--- src/rtl/basket_controller.sv ---
// Basket storage for the sale terminal: an ordered list of (ProductID, Quantity)
// entries with merge-on-add, cancel-with-compaction, clear, and a display read port.
module basket_controller #(
  parameter int MAX_ITEMS = 8,
  parameter int QTY_MAX   = 15,
  parameter int ID_W      = 4,
  parameter int QTY_W     = 4
) (
  input  logic             CLOCK_50,
  input  logic             RESET_N,
  input  logic             Enable,
  input  logic [ID_W-1:0]  ProductID_in,
  input  logic [QTY_W-1:0] ProductQuantity,
  input  logic             Cancel,
  input  logic [3:0]       Cancel_Index,
  input  logic             Clear,
  input  logic [3:0]       Rd_Index,
  output logic [ID_W-1:0]  Rd_ProductID,
  output logic [QTY_W-1:0] Rd_Quantity,
  output logic [3:0]       BasketProductNum,
  output logic [7:0]       TotalItems,
  output logic             Busy,
  output logic             Full,
  output logic             Error,
  output logic [1:0]       dbg_state
);

  localparam int IW = (MAX_ITEMS > 1) ? $clog2(MAX_ITEMS) : 1;
  localparam logic [3:0]       MAX_CNT  = 4'(MAX_ITEMS);
  localparam logic [QTY_W:0]   SAT_WIDE = (QTY_W+1)'(QTY_MAX);
  localparam logic [QTY_W-1:0] SAT_QTY  = QTY_W'(QTY_MAX);

  typedef enum logic [1:0] {
    IDLE    = 2'd0,
    SEARCH  = 2'd1,
    WRITE   = 2'd2,
    COMPACT = 2'd3
  } state_t;

  // Handshake: Enable/Cancel/Clear are single-cycle pulses sampled on the rising
  // edge. Enable/Cancel are only accepted while Busy is low (IDLE); otherwise they
  // are dropped without Error. Clear is accepted in any state and wins over both.
  state_t           state_q, state_d;
  logic [ID_W-1:0]  id_q  [MAX_ITEMS];
  logic [ID_W-1:0]  id_d  [MAX_ITEMS];
  logic [QTY_W-1:0] qty_q [MAX_ITEMS];
  logic [QTY_W-1:0] qty_d [MAX_ITEMS];
  logic [3:0]       count_q, count_d;
  logic [7:0]       total_q, total_d;
  logic [3:0]       idx_q, idx_d;
  logic [ID_W-1:0]  lat_id_q, lat_id_d;
  logic [QTY_W-1:0] lat_qty_q, lat_qty_d;
  logic             hit_q, hit_d;
  logic             err_q, err_d;

  logic [IW-1:0]    cur;
  logic [3:0]       nxt_idx;
  logic [3:0]       cnt_m1;
  logic [QTY_W-1:0] old_qty;
  logic [QTY_W:0]   sum;
  logic [QTY_W-1:0] new_qty;
  logic             sat;

  always_comb begin
    cur     = idx_q[IW-1:0];
    nxt_idx = idx_q + 4'd1;
    cnt_m1  = count_q - 4'd1;
    old_qty = qty_q[cur];
    sum     = {1'b0, old_qty} + {1'b0, lat_qty_q};
    sat     = (sum > SAT_WIDE);
    new_qty = sat ? SAT_QTY : sum[QTY_W-1:0];

    state_d   = state_q;
    id_d      = id_q;
    qty_d     = qty_q;
    count_d   = count_q;
    total_d   = total_q;
    idx_d     = idx_q;
    lat_id_d  = lat_id_q;
    lat_qty_d = lat_qty_q;
    hit_d     = hit_q;
    err_d     = 1'b0;

    if (Clear) begin
      for (int k = 0; k < MAX_ITEMS; k++) begin
        id_d[k]  = '0;
        qty_d[k] = '0;
      end
      count_d = '0;
      total_d = '0;
      idx_d   = '0;
      state_d = IDLE;
    end else begin
      case (state_q)
        IDLE: begin
          if (Cancel) begin
            if (Cancel_Index >= count_q) begin
              err_d = 1'b1;
            end else begin
              idx_d   = Cancel_Index;
              total_d = total_q - 8'(qty_q[Cancel_Index[IW-1:0]]);
              state_d = COMPACT;
            end
          end else if (Enable) begin
            if (ProductQuantity == '0) begin
              err_d = 1'b1;
            end else begin
              lat_id_d  = ProductID_in;
              lat_qty_d = ProductQuantity;
              idx_d     = '0;
              hit_d     = 1'b0;
              state_d   = (count_q == 4'd0) ? WRITE : SEARCH;
            end
          end
        end
        SEARCH: begin
          if (id_q[cur] == lat_id_q) begin
            hit_d   = 1'b1;
            state_d = WRITE;
          end else if (idx_q == cnt_m1) begin
            hit_d   = 1'b0;
            state_d = WRITE;
          end else begin
            idx_d = nxt_idx;
          end
        end
        WRITE: begin
          if (hit_q) begin
            qty_d[cur] = new_qty;
            total_d    = total_q + 8'(new_qty) - 8'(old_qty);
            err_d      = sat;
          end else if (count_q < MAX_CNT) begin
            id_d[count_q[IW-1:0]]  = lat_id_q;
            qty_d[count_q[IW-1:0]] = lat_qty_q;
            count_d = count_q + 4'd1;
            total_d = total_q + 8'(lat_qty_q);
          end else begin
            err_d = 1'b1;
          end
          state_d = IDLE;
        end
        COMPACT: begin
          // One shift per cycle; the vacated top slot is zeroed as count drops.
          if (idx_q < cnt_m1) begin
            id_d[cur]  = id_q[nxt_idx[IW-1:0]];
            qty_d[cur] = qty_q[nxt_idx[IW-1:0]];
            idx_d      = nxt_idx;
          end else begin
            id_d[cur]  = '0;
            qty_d[cur] = '0;
            count_d    = cnt_m1;
            state_d    = IDLE;
          end
        end
        default: state_d = IDLE;
      endcase
    end
  end

  always_ff @(posedge CLOCK_50 or negedge RESET_N) begin
    if (!RESET_N) begin
      state_q   <= IDLE;
      for (int k = 0; k < MAX_ITEMS; k++) begin
        id_q[k]  <= '0;
        qty_q[k] <= '0;
      end
      count_q   <= '0;
      total_q   <= '0;
      idx_q     <= '0;
      lat_id_q  <= '0;
      lat_qty_q <= '0;
      hit_q     <= 1'b0;
      err_q     <= 1'b0;
    end else begin
      state_q   <= state_d;
      id_q      <= id_d;
      qty_q     <= qty_d;
      count_q   <= count_d;
      total_q   <= total_d;
      idx_q     <= idx_d;
      lat_id_q  <= lat_id_d;
      lat_qty_q <= lat_qty_d;
      hit_q     <= hit_d;
      err_q     <= err_d;
    end
  end

  logic rd_valid;
  assign rd_valid         = (Rd_Index < count_q);
  assign Rd_ProductID     = rd_valid ? id_q[Rd_Index[IW-1:0]]  : '0;
  assign Rd_Quantity      = rd_valid ? qty_q[Rd_Index[IW-1:0]] : '0;
  assign BasketProductNum = count_q;
  assign TotalItems       = total_q;
  assign Busy             = (state_q != IDLE);
  assign Full             = (count_q == MAX_CNT);
  assign Error            = err_q;
  assign dbg_state        = state_q;

endmodule

--- config.mk ---
export PLATFORM = sky130hd
export DESIGN_NAME = basket_controller
export DESIGN_NICKNAME = d
export VERILOG_FILES = /design/src/rtl/basket_controller.sv
export SDC_FILE = /design/constraint.sdc
export NUM_CORES = 1
export LEC_CHECK = 0
export ABC_CLOCK_PERIOD_IN_PS = 10680
export BUFFER_PORTS_ARGS = -buffer_cell sky130_fd_sc_hd__buf_2
export CELL_PAD_IN_SITES_DETAIL_PLACEMENT = 1
export CELL_PAD_IN_SITES_GLOBAL_PLACEMENT = 1
export CORE_MARGIN = 3
export CORE_UTILIZATION = 32
export CTS_CLUSTER_DIAMETER = 60
export CTS_CLUSTER_SIZE = 40
export DETAILED_ROUTE_END_ITERATION = 16
export PLACE_DENSITY_LB_ADDON = 0.1
export RECOVER_POWER = 25
export SLEW_MARGIN = 25
export SYNTH_ARGS = -nofsm -noshare
export SYNTH_HDL_FRONTEND = slang
export SYNTH_SLANG_ARGS = --single-unit
--- constraint.sdc ---
create_clock -name CLOCK_50 -period 10.68 [get_ports CLOCK_50]
set_clock_uncertainty 0.1 [all_clocks]
set_input_delay 1.068 -clock CLOCK_50 [delete_from_list [all_inputs] [get_ports CLOCK_50]]
set_output_delay 1.068 -clock CLOCK_50 [all_outputs]
set_load 0.005 [all_outputs]
==> flow_summary.toml <==
[global_routing]
grt_max_degree = 85
grt_use_total_pct = 24.6
antenna_found_initial = 0
grt_pass1_wl_mm = 61.3
grt_pass1_vias = 9138
grt-ovfl-total = 0

[placed_design]
port_buffers = 45
dp_hpwl_mm = 28.6
pre_cts_ws_ns = 4.88
gp_congestion = 0.887

[power_and_ir_drop]
p_seq_share_pct = 20.9
combPwrFrac_pct = 66.1
p_leak_nw = 3.88
power.density_nw_per_um2 = 300
pwr-share-clk_pct = 12.9
netSwitchingPower_mw = 1.65
total_power_mw = 3.08
vdd_ir_drop_max_mv = 0.150
internal-power_mw = 1.43
switching_share_pct = 53.7

[cts]
ctsResizeCount = 0
cts_num_sinks = 92
cts_tree = "built"
cts_buffers = 9
cts.clk_slew.worst_paths_ns = 0.08
hold_buffers = 0
postCtsSetupBuffers = 0
clk_latency_ns = 0.37
htreeDepth = 3
clockRootBuffer = "clkbuf_16"
max-clock-path-buffers = 2

[routing]
drt-initial-drc-count = 857
avgRoutedWirePerCell_um = 27.7
post_drt_via_cell_ratio = 6.30
num_vias = 9266
finalWirelength_mm = 40.7
antenna_left = 0
drc_errors = 0
drtPass1Iterations = 5

[flow_run]
drv_cap = 2

[cells_and_area]
synthToLayoutAreaGrowth_pct = 6.64
seqCellArea_sq_um = 2300
final_cell_mix = "o21ai_0, nor2_1, dfrtp_1"
multi_input_area_sq_um = 6660
mostFrequentLayoutCell = "o21ai_0"
n_antenna_cell = 0
drive_gt1_share_pct = 17.4
final_util_pct = 35.2
num-fill-cells = 3423
final_nets = 1147

[synthesis]
ys_types = 90
syn_area_per_cell_sq_um = 8.70
synth_seq_cells = 92
syn_nets = 1171
syn_area_sq_um = 9630
yosysWarnings = 0
synthArstFlopShare_pct = 100
ys_seq_area_share_pct = 23.9
synth_edf_count = 0
syn_inst = 1106
synthFlopType = "dfrtp_1"

[sta]
setup_viol_count_final = 0
worst_slack_ns = 4.83
relSlewSlack_pct = -108
finalCriticalPeriod_ns = 5.85
rsz0062_at_grt = "false"
setup_tns_ns = 0
drv_slew = 95
worstMarginPinSlew_ns = 3.13
fin_crit_sh_pct = 54.7
max_freq_mhz = 171
hold_viol_final = 0

[critical_path]
cp.arrival_ns = 6.05
endpoint_kind = "flop"
r2r-start = "idx_q[1]"
regToRegEndpoint = "TotalItems[7]"
r2r_setup_slack_ns = 4.83
reg2reg_depth = 19
required_ns = 10.89
critPathLaunchType = "flop"
crit_type = "flop to flop"
cp_max_fo = 22

[die]
initial_core_util_pct = 33.0
die-area_sq_um = 32200
fp-row-count = 62
io_pins = 46
die_w_um = 179
fp.dieH_um = 179
coreArea_sq_um = 29200

[status]
outcome = "finished, violations left"
violations = "max-capacitance violations, max-slew violations"

[hold_path]
hold_class = "flop to flop"
min_to = "id_q[30]"
hold_path.startpoint = "id_q[30]"
hold_path_depth = 1
cells by family after synthesis:
logic type	count (synthesis)	share of synthesized area, %
buf+inv	132	7.10
flops	92	23.9
compound gates	405	29.0
simple gates	322	16.5
mux	91	15.2
fa+ha+maj	44	6.26
xor+xnor	20	2.01
worst max-delay path, cell delays in order, from the launching register on:
cell and delay [ns]:
dfrtp_1 1.00, nor2_4 0.12, nand2_1 0.47, o221ai_1 0.21
a221oi_1 0.44, inv_1 0.09, ha_1 0.36, o21ai_1 0.12
nand3b_1 0.44, inv_1 0.13, fa_1 0.58, inv_1 0.06
ha_1 0.29, a21o_1 0.16, a21oi_1 0.22, o21bai_1 0.14
o22ai_1 0.22, mux2i_1 0.25, mux2i_1 0.20, o221a_2 0.19
synth_stat cells, drive strengths merged, types with 6 or more instances:
master | count | area share [%]
o21ai | 126 | 6.6
nor2 | 99 | 4.0
dfrtp | 92 | 24
nand2 | 90 | 3.6
a21oi | 81 | 4.3
clkbuf | 57 | 3.0
mux4 | 40 | 9.4
inv | 38 | 1.5
nor3 | 38 | 2.6
ha | 37 | 4.8
buf | 36 | 2.6
o31ai | 36 | 3.0
a32o | 34 | 3.5
mux2i | 30 | 3.2
nand3 | 26 | 1.5
a221oi | 24 | 2.8
mux2 | 21 | 2.5
nor2b | 16 | 1.0
xnor2 | 15 | 1.4
a21o | 14 | 1.1
a31oi | 13 | 0.84
nand2b | 13 | 0.84
a22o | 11 | 1.0
nand4 | 9 | 0.58
a221o | 7 | 0.73
fa | 7 | 1.5
a211oi | 6 | 0.52
o32ai | 6 | 0.55
or2 | 6 | 0.39
area by class of cell:
cell class              count  area share, %
clock buffers              10           2.23
clock inverters             6           1.21
inverters                  39           1.45
multi-input cells         882           64.9
flip-flops and latches     92           22.4
well taps                 384           4.68
repair buffers             58           3.11
state kept, by name, indices dropped and copies added, names as in the netlist:
signal,count
dbg_state,2
lat_qty_q,4
idx_q,4
hit_q,1
Error,1
BasketProductNum,4
lat_id_q,4
id_q,32
qty_q,32
TotalItems,8
routing by layer:
metal	GRT usage (%)	vias to the layer above	wire length (um)
li1	-	4163	-
met1	36.6	4764	19600
met2	36.1	297	17400
met3	5.46	42	2830
met4	6.25	0	777
met5	0	-	0
worst max path at each step:
stage	startpoint	end
finish	idx_q[1]	TotalItems[7]
global route	RESET_N	idx_q[2]
CTS	idx_q[1]	TotalItems[7]
detailed placement	idx_q[1]	TotalItems[7]
global placement	idx_q[0]	TotalItems[7]
floorplan	idx_q[0]	TotalItems[6]
through the flow:
step,std cells,hold slack (ns),instance area [sq um]
after floorplan,1106,0.394,9630
after global placement,1455,0.445,9920
after detailed placement,1455,0.449,9920
after CTS,1471,0.471,10300
after global routing,1471,0.486,10300
final,1471,0.466,10300
power groups by stage:
stage	registers (mW)	clock network [mW]	logic, mW
3_5_place_dp	0.642	0	2.01
2_1_floorplan	0.518	0	1.54
3_3_place_gp	0.644	0	2.00
4_1_cts	0.636	0.409	2.03
5_1_grt	0.654	0.417	2.23
6_report	0.644	0.398	2.03
No activity file was read; power rests on OpenSTA's default activity.
